$ cat src/rtl/arb_pkg.sv
// Shared constants, state encoding and index helper for the 8-way round-robin arbiter.
package arb_pkg;

  localparam int unsigned N     = 8;
  localparam int unsigned IDX_W = 3;

  typedef enum logic {
    IDLE,
    GRANT
  } state_t;

  function automatic logic [IDX_W-1:0] inc_mod_n(input logic [IDX_W-1:0] v);
    return (v == IDX_W'(N - 1)) ? '0 : v + 1'b1;
  endfunction

endpackage

$ cat src/rtl/prio_enc8.sv
// Combinational 8-to-3 priority encoder: reports the lowest set bit of vec.
import arb_pkg::*;

module prio_enc8 (
  input  logic [N-1:0]     vec,
  output logic [IDX_W-1:0] idx,
  output logic             any_valid
);

  always_comb begin
    idx       = '0;
    any_valid = |vec;
    // Scan from the top so the lowest set bit is the last one written.
    for (int unsigned i = N; i > 0; i--) begin
      if (vec[i-1]) idx = IDX_W'(i - 1);
    end
  end

endmodule

$ cat src/rtl/rr_arbiter8.sv
// Round-robin arbiter for 8 requesters with hold-until-release grants and an
// optional hold-time limit that force-releases and pulses timeout.
import arb_pkg::*;

module rr_arbiter8 #(
  parameter int unsigned MAX_HOLD = 16
) (
  input  logic             clk,
  input  logic             rst_n,
  input  logic [N-1:0]     req,
  input  logic             done,
  output logic [N-1:0]     gnt,
  output logic [IDX_W-1:0] gnt_idx,
  output logic             gnt_valid,
  output logic             timeout
);

  localparam int unsigned HC_W = $clog2(MAX_HOLD) + 1;
  localparam logic [HC_W-1:0] HOLD_LAST = (MAX_HOLD == 0) ? '0 : HC_W'(MAX_HOLD - 1);

  state_t           state;
  logic [IDX_W-1:0] ptr;
  logic [HC_W-1:0]  hold_cnt;

  logic [N-1:0]     rot;
  logic [IDX_W-1:0] k;
  logic             any_req;
  logic [IDX_W-1:0] winner;
  logic [N-1:0]     winner_oh;
  logic             hold_limit;
  logic             req_drop;
  logic             release_gnt;

  always_comb begin
    rot = '0;
    for (int unsigned i = 0; i < N; i++) begin
      logic [IDX_W-1:0] src;
      src    = IDX_W'(i) + ptr;
      rot[i] = req[src];
    end
  end

  prio_enc8 u_enc (
    .vec       (rot),
    .idx       (k),
    .any_valid (any_req)
  );

  always_comb begin
    winner            = k + ptr;
    winner_oh         = '0;
    winner_oh[winner] = 1'b1;
    hold_limit        = (MAX_HOLD != 0) && (hold_cnt == HOLD_LAST);
    req_drop          = ~req[gnt_idx];
    release_gnt       = done | req_drop | hold_limit;
  end

  always_ff @(posedge clk or negedge rst_n) begin
    if (!rst_n) begin
      state     <= IDLE;
      ptr       <= '0;
      hold_cnt  <= '0;
      gnt       <= '0;
      gnt_idx   <= '0;
      gnt_valid <= 1'b0;
      timeout   <= 1'b0;
    end else begin
      case (state)
        IDLE: begin
          timeout <= 1'b0;
          if (any_req) begin
            gnt       <= winner_oh;
            gnt_idx   <= winner;
            gnt_valid <= 1'b1;
            hold_cnt  <= '0;
            state     <= GRANT;
          end
        end
        GRANT: begin
          if (release_gnt) begin
            gnt       <= '0;
            gnt_idx   <= '0;
            gnt_valid <= 1'b0;
            ptr       <= inc_mod_n(gnt_idx);
            // Only a release caused purely by the hold limit counts as a timeout.
            timeout   <= hold_limit & ~done & ~req_drop;
            state     <= IDLE;
          end else if (hold_cnt != '1) begin
            hold_cnt <= hold_cnt + 1'b1;
          end
        end
        default: state <= IDLE;
      endcase
    end
  end

endmodule
$ cat config.mk
export PLATFORM = sky130hd
export DESIGN_NAME = rr_arbiter8
export DESIGN_NICKNAME = d
export VERILOG_FILES = /design/src/rtl/arb_pkg.sv /design/src/rtl/prio_enc8.sv /design/src/rtl/rr_arbiter8.sv
export SDC_FILE = /design/constraint.sdc
export NUM_CORES = 1
export LEC_CHECK = 0
export BUFFER_PORTS_ARGS = -buffer_cell sky130_fd_sc_hd__clkbuf_2
export CAP_MARGIN = 20
export CELL_PAD_IN_SITES_DETAIL_PLACEMENT = 1
export CELL_PAD_IN_SITES_GLOBAL_PLACEMENT = 2
export CORE_AREA = 2 2 71 73
export CTS_BUF_LIST = sky130_fd_sc_hd__clkbuf_16
export DETAILED_ROUTE_END_ITERATION = 16
export DIE_AREA = 0 0 73 75
export GPL_ROUTABILITY_DRIVEN = 0
export GPL_TIMING_DRIVEN = 0
export HOLD_SLACK_MARGIN = 0.08
export PLACE_DENSITY = 0.92
export SLEW_MARGIN = 20
export SYNTH_ARGS = -nofsm -noshare
export SYNTH_HDL_FRONTEND = slang
export SYNTH_SLANG_ARGS = --single-unit
$ cat constraint.sdc
create_clock -name clk -period 7.9 [get_ports clk]
set_input_delay 0.395 -clock clk [delete_from_list [all_inputs] [get_ports clk]]
set_output_delay 0.395 -clock clk [all_outputs]
set_load 0.01 [all_outputs]
==> results of run 1 <==
## layout make-up
type	count	area [µm²]	share of cell area [%]
repair buffers	23	115.1	5.519
well taps	54	67.56	3.239
multi-input cells	139	1195	57.29
plain buffers	8	48.80	2.340
clock buffers	3	75.07	3.599
flip-flops and latches	22	550.5	26.39
inverters	8	30.03	1.440
clock inverters	1	3.754	0.1800
## sequential cells by signal, summed over array words and instances (netlist names)
| register | cells |
|---|---|
| hold_cnt | 5 |
| gnt_valid | 1 |
| timeout | 1 |
| state | 1 |
| gnt | 8 |
| gnt_idx | 3 |
| ptr | 3 |
## cell usage after synthesis (3+ instances only)
cell | number | area [µm²]
mux4_2 | 10 | 225.2
clkbuf_1 | 3 | 11.26
a22o_1 | 3 | 26.28
nand2b_1 | 5 | 31.28
dfrtp_1 | 22 | 550.5
mux2_2 | 5 | 56.30
nand2_1 | 15 | 56.30
inv_1 | 8 | 30.03
buf_2 | 3 | 15.01
nor2b_1 | 5 | 31.28
and2_1 | 4 | 25.02
mux2i_1 | 14 | 140.1
ha_1 | 8 | 100.1
o21ai_0 | 7 | 35.03
o221ai_1 | 4 | 35.03
a21oi_1 | 5 | 25.02
nor2_1 | 10 | 37.54
xnor2_1 | 3 | 26.28
nand3_1 | 13 | 65.06
a22oi_1 | 3 | 22.52
## through the flow
stage          cells  total power [µW]  hold WS [ps]
2_1_floorplan    177             764.0         99.41
5_1_grt          258              1138         154.7
4_1_cts          258              1043         147.9
6_report         258              1033         122.7
3_3_place_gp     254             910.8         408.7
3_5_place_dp     254             932.6         416.3
## cell families after synthesis
group                    Yosys count  synth area share (%)
AO/OA/AOI/OAI                     35                 15.16
adder cells (fa/ha/maj)            9                 6.585
AND/OR/NAND/NOR                   60                 17.08
XOR/XNOR                           4                 1.921
multiplexers                      31                 24.76
flip-flops                        22                 30.18
buffers and inverters             16                 4.321
## metal layers
layer,up-vias,global-route usage [%]
li1,719,-
met1,722,23.92
met2,20,30.03
met3,4,1.205
met4,0,3.909
met5,-,0
## path summary, 6_finish.rpt
path	endpoint	startpoint
min in group clk	timeout	done
max in group asynchronous	gnt_idx[2]	rst_n
setup reg to reg	gnt[7]	ptr[1]
hold reg to reg	gnt_valid	gnt_valid
setup / recovery	gnt[7]	ptr[1]
hold / removal	gnt[1]	rst_n
## power breakdown
group | switching (µW) | internal [µW]
clock | 38.3 | 67.4
sequential | 30.4 | 146
combinational | 422 | 330
total | 490 | 543
## placed cells by master, fill, tap and decap left out, types with 2 or more instances in the layout
master	count
buf_2	3
mux4_2	10
a22oi_1	3
nand2b_1	5
a22o_1	3
mux2_2	5
nand2_1	15
o31ai_1	2
clkbuf_16	3
xnor2_1	3
o32ai_2	2
nor2_1	10
and2_1	4
dfrtp_1	22
nor2b_1	5
clkbuf_1	3
ha_1	8
o21ai_0	7
mux2_4	2
a21oi_1	5
inv_1	8
clkbuf_2	23
mux2i_1	14
o221ai_1	4
nand3_1	13
buf_6	2
==> flow_summary_export.csv, run 1 <==
group,metric,value,unit
global_route,grt_pass1_vias,1548,
sta,relSlewSlack,62.82,%
route,totalWireLength,4301,µm
route,wl_met3,71,µm
route,via_per_inst,5.678,
synthesis,synth_cell_type_count,43,
sta,fin_tns_setup,0,ps
synthesis,avgSynthCellArea,10.31,µm²
layout,fillers,532,
worst_hold_path,min_path_type,"in -> async",
clock_tree,ctsResizeCount,0,
job,drv_cap,0,
floorplanning,die_h,75,µm
run_status,status,"completed",
synthesis,synth-seq-cells,22,
clock_tree,clkSinkCount,22,
route,drt_iter0_markers,74,
critical_path,critical_path_arrival,4390,ps
critical_path,cp.required,8090,ps
sta,setup_viol,0,
floorplanning,initial_core_util,39.14,%
critical_path,crit_type,"reg -> reg",
route,drc,0,
critical_path,critPathBufInv,5,
synthesis,ys_seq_area_share,30.18,%
synthesis,syn_nets,197,
critical_path,cp_max_fo,10,
sta,rsz0062_at_grt,"false",
critical_path,worst_path_max_delay_cell,"mux4_2",
global_route,grt_start_max_net_pins,23,
critical_path,start_kind,"register",
critical_path,endpoint_kind,"register",
sta,finalCritPeriodShare,53.15,%
critical_path,r2r_cells,17,
route,wl_met1,2075,µm
clock_tree,ctsHtreeMaxLevel,1,
critical_path,worst_path_most_repeated_cell,"inv_1",
sta,skew,3.338,ps
synthesis,syn_area,1824,µm²
clock_tree,cts_buffers,3,
layout,area_growth,14.33,%
sta,slew_viol_final,0,
placed_design,pre_cts_slack,3701,ps
sta,fmax,238.1,MHz
synthesis,synth_enable_flop_cells,0,
critical_path,path_depth,17,
clock_tree,postCtsSetupRepairBufs,0,
sta,fin_crit,4199,ps
global_route,grt_usage,17.33,%
floorplanning,fp.coreArea,4661,µm²
sta,finalWorstSetupSlack,3701,ps
clock_tree,clock_latency,250,ps
synthesis,synth_ff_type,"dfrtp_1",
clock_tree,cts_buffer_depth,2,
synthesis,async_reset_ff_share,100.0,%
route,top_layer,"met4",
placed_design,port_buffers,23,
clock_tree,path_clk_slew,60,ps
floorplanning,num_rows,25,
placed_design,hpwlAfterDp,3329,µm
critical_path,slowest_delay,540,ps
pwr,power_density,495.4,nW/µm²
critical_path,r2r_slack,3700,ps
global_route,grt-ovfl-total,0,
clock_tree,cts_tree,"built",
placed_design,placed_cell_area,2007,µm²
pwr,leakage,0.0009323,µW
layout,layout.nets,225,
pwr,ir_drop,0.0001994,V
clock_tree,postCtsHoldBufs,0,
route,avgRoutedWirePerCell,16.67,µm
layout,utilization,44.75,%
route,drtAntennaViolNets,0,
global_route,antenna_found_initial,0,
sta,tightest_slew,557.7,ps
route,wl_met2,2102,µm
route,drt-pass1-iter-count,4,
critical_path,cp_top_family,"compound AO/OA/AOI/OAI gates",
sta,hold_viol_final,0,
clock_tree,root_buffer,"clkbuf_16",
layout,final_layout_size_suffix_gt1_share,26.96,%
floorplanning,dieArea,5475,µm²
layout,final_area,2086,µm²
route,vias,1465,
synthesis,synthCells,177,
critical_path,cp_cell_sequence,"buf_2, inv_1, ha_1, buf_6, mux4_2, mux2_2, a21bo_2, nand3_1, a22oi_1, a21oi_1, ha_1, inv_1, fa_1, nor2b_1, inv_1, o32ai_2, a22o_1",
synthesis,yosys_warnings,0,
floorplanning,io-pin-count,24,
global_route,grt_pass1_wl,7479,µm
layout,diodes,0,
floorplanning,die_w,73,µm
Power figures use the tool's default switching activity.
==> run 2: changes to the inputs <==
Settings changed: CORE_AREA 2 2 71 73 to 2 2 74 76, DIE_AREA 0 0 73 75 to 0 0 76 78, PLACE_DENSITY 0.92 to 0.86.
Clock period 7.9 ns to 4 ns, I/O delays scaled along.
==> flow_summary_export.csv, run 2 (synthesis gave the netlist of run 1 again) <==
group,metric,value,unit
run_status,status,"completed",
global_route,grt-ovfl-total,0,
floorplanning,initial_core_util,36.18,%
global_route,grt_pass1_vias,1522,
critical_path,endpoint_kind,"register",
layout,layout.nets,236,
layout,area_growth,21.95,%
sta,finalCritPeriodShare,93.86,%
global_route,grt_usage,16.23,%
layout,final_layout_size_suffix_gt1_share,32.56,%
critical_path,startpoint,"ptr[1]",
sta,hold_viol_final,0,
floorplanning,io-pin-count,24,
route,avgRoutedWirePerCell,16.45,µm
sta,setup_viol,0,
clock_tree,cts_tree,"built",
layout,regMostFlops,"gnt",
route,drtAntennaViolNets,0,
clock_tree,root_buffer,"clkbuf_16",
sta,rsz0062_at_grt,"false",
clock_tree,path_clk_slew,60,ps
critical_path,start_kind,"register",
floorplanning,num_rows,26,
layout,layout_commonest_cell,"clkbuf_2",
route,via_per_inst,5.456,
route,drt_iter0_markers,96,
sta,tightest_slew,554.6,ps
route,drt-pass1-iter-count,4,
route,totalWireLength,4687,µm
layout,reg.largest.list,"gnt: 8 flops, hold_cnt: 5 flops",
sta,slew_viol_final,0,
worst_hold_path,min_path_type,"in -> reg",
floorplanning,dieArea,5928,µm²
sta,fin_crit,3755,ps
global_route,grt_start_max_net_pins,23,
route,drc,0,
sta,relSlewSlack,63.03,%
floorplanning,die_w,76,µm
critical_path,r2r_start,"ptr[1]",
critical_path,critical_path_arrival,3950,ps
layout,final_cell_mix,"23 x clkbuf_2, 21 x dfrtp_1, 15 x nand2_1",
pwr,leakage,0.0009961,µW
placed_design,pre_cts_slack,-213.1,ps
clock_tree,clock_latency,250,ps
clock_tree,ctsHtreeMaxLevel,1,
pwr,power_density,995.1,nW/µm²
critical_path,cp_max_fo,9,
layout,utilization,44.12,%
floorplanning,fp.coreArea,5042,µm²
clock_tree,clkSinkCount,22,
pwr,ir_drop,0.0005146,V
placed_design,hpwlAfterDp,3449,µm
sta,fmax,266.3,MHz
clock_tree,cts_buffers,3,
layout,diodes,0,
job,drv_cap,0,
clock_tree,cts_buffer_depth,2,
floorplanning,die_h,78,µm
sta,skew,2.077,ps
route,vias,1555,
global_route,antenna_found_initial,0,
critical_path,crit_type,"reg -> reg",
critical_path,cp.required,4190,ps
worst_hold_path,min_from,"done",
placed_design,port_buffers,23,
layout,largest_reg_flops,8,
sta,finalWorstSetupSlack,245.4,ps
global_route,grt_pass1_wl,7831,µm
## run 2: area by class of cell
cell class	instances	area, µm²
Clock buffer	3	75.07
Fill cell	582	2818
Inverter	8	30.03
Timing Repair Buffer	34	200.2
Multi-Input combinational cell	139	1221
Buffer	8	55.05
Sequential cell	22	551.8
Clock inverter	1	3.754
Tap cell	70	87.58
## run 2: metal layers
layer  global-route usage [%]  up-vias  wire (µm)
li1                         -      743          -
met1                    21.74      786       2137
met2                    28.84       20       2397
met3                    1.395        6         96
met4                    3.273        0         56
met5                        0        -          0
## run 2: report_power, final
part           internal, µW  total [µW]  leakage, µW  switching (µW)
sequential              289         343     0.000289            53.9
combinational           763        1660     0.000668             895
clock                   133         212    0.0000385            78.6
## run 2: timing repair
| action | in CTS | in global routing |
|---|---|---|
| buffers inserted | 0 | 10 |
| hold buffers | 1 | 0 |
| resized for setup | 3 | 6 |
| hold endpoints to repair | 22 | 0 |
| endpoints found under the setup margin | 8 | 8 |
| pin swaps | 0 | 2 |
## run 2: worst max-delay path, stage by stage (launching register included)
cell,delay (ps)
dfrtp_1,360
buf_6,130
inv_1,80
ha_1,300
buf_6,160
mux4_2,520
mux2_2,320
a21bo_2,200
nand3_1,60
a22oi_1,170
a21oi_1,80
ha_1,190
inv_1,70
fa_2,190
nor2b_4,170
inv_1,90
o32ai_4,380
a32o_1,220
## run 2: stage by stage
| step | total power [µW] | hold slack [ps] | TNS (ps) | instances | cell area (µm²) |
|---|---|---|---|---|---|
| global route | 2420 | 290.9 | 0 | 285 | 2225 |
| floorplan | 1509 | -95.59 | 0 | 177 | 1824 |
| global placement | 1807 | 212.5 | -532.5 | 270 | 2027 |
| finish | 2214 | 265.3 | 0 | 285 | 2225 |
| CTS | 2101 | 265.7 | 0 | 275 | 2132 |
| detailed placement | 1850 | 221.6 | -962.1 | 270 | 2027 |
## run 2: worst paths after layout
kind | endpoint | slack [ps] | cells after the start
worst min-delay path | timeout | 270 | 4
min in group asynchronous | hold_cnt[0] | 460 | 2
worst max-delay path | gnt[5] | 250 | 17
worst max register to register | gnt[5] | 250 | 17
max in group asynchronous | ptr[0] | 3140 | 2
worst min register to register | gnt_valid | 490 | 2
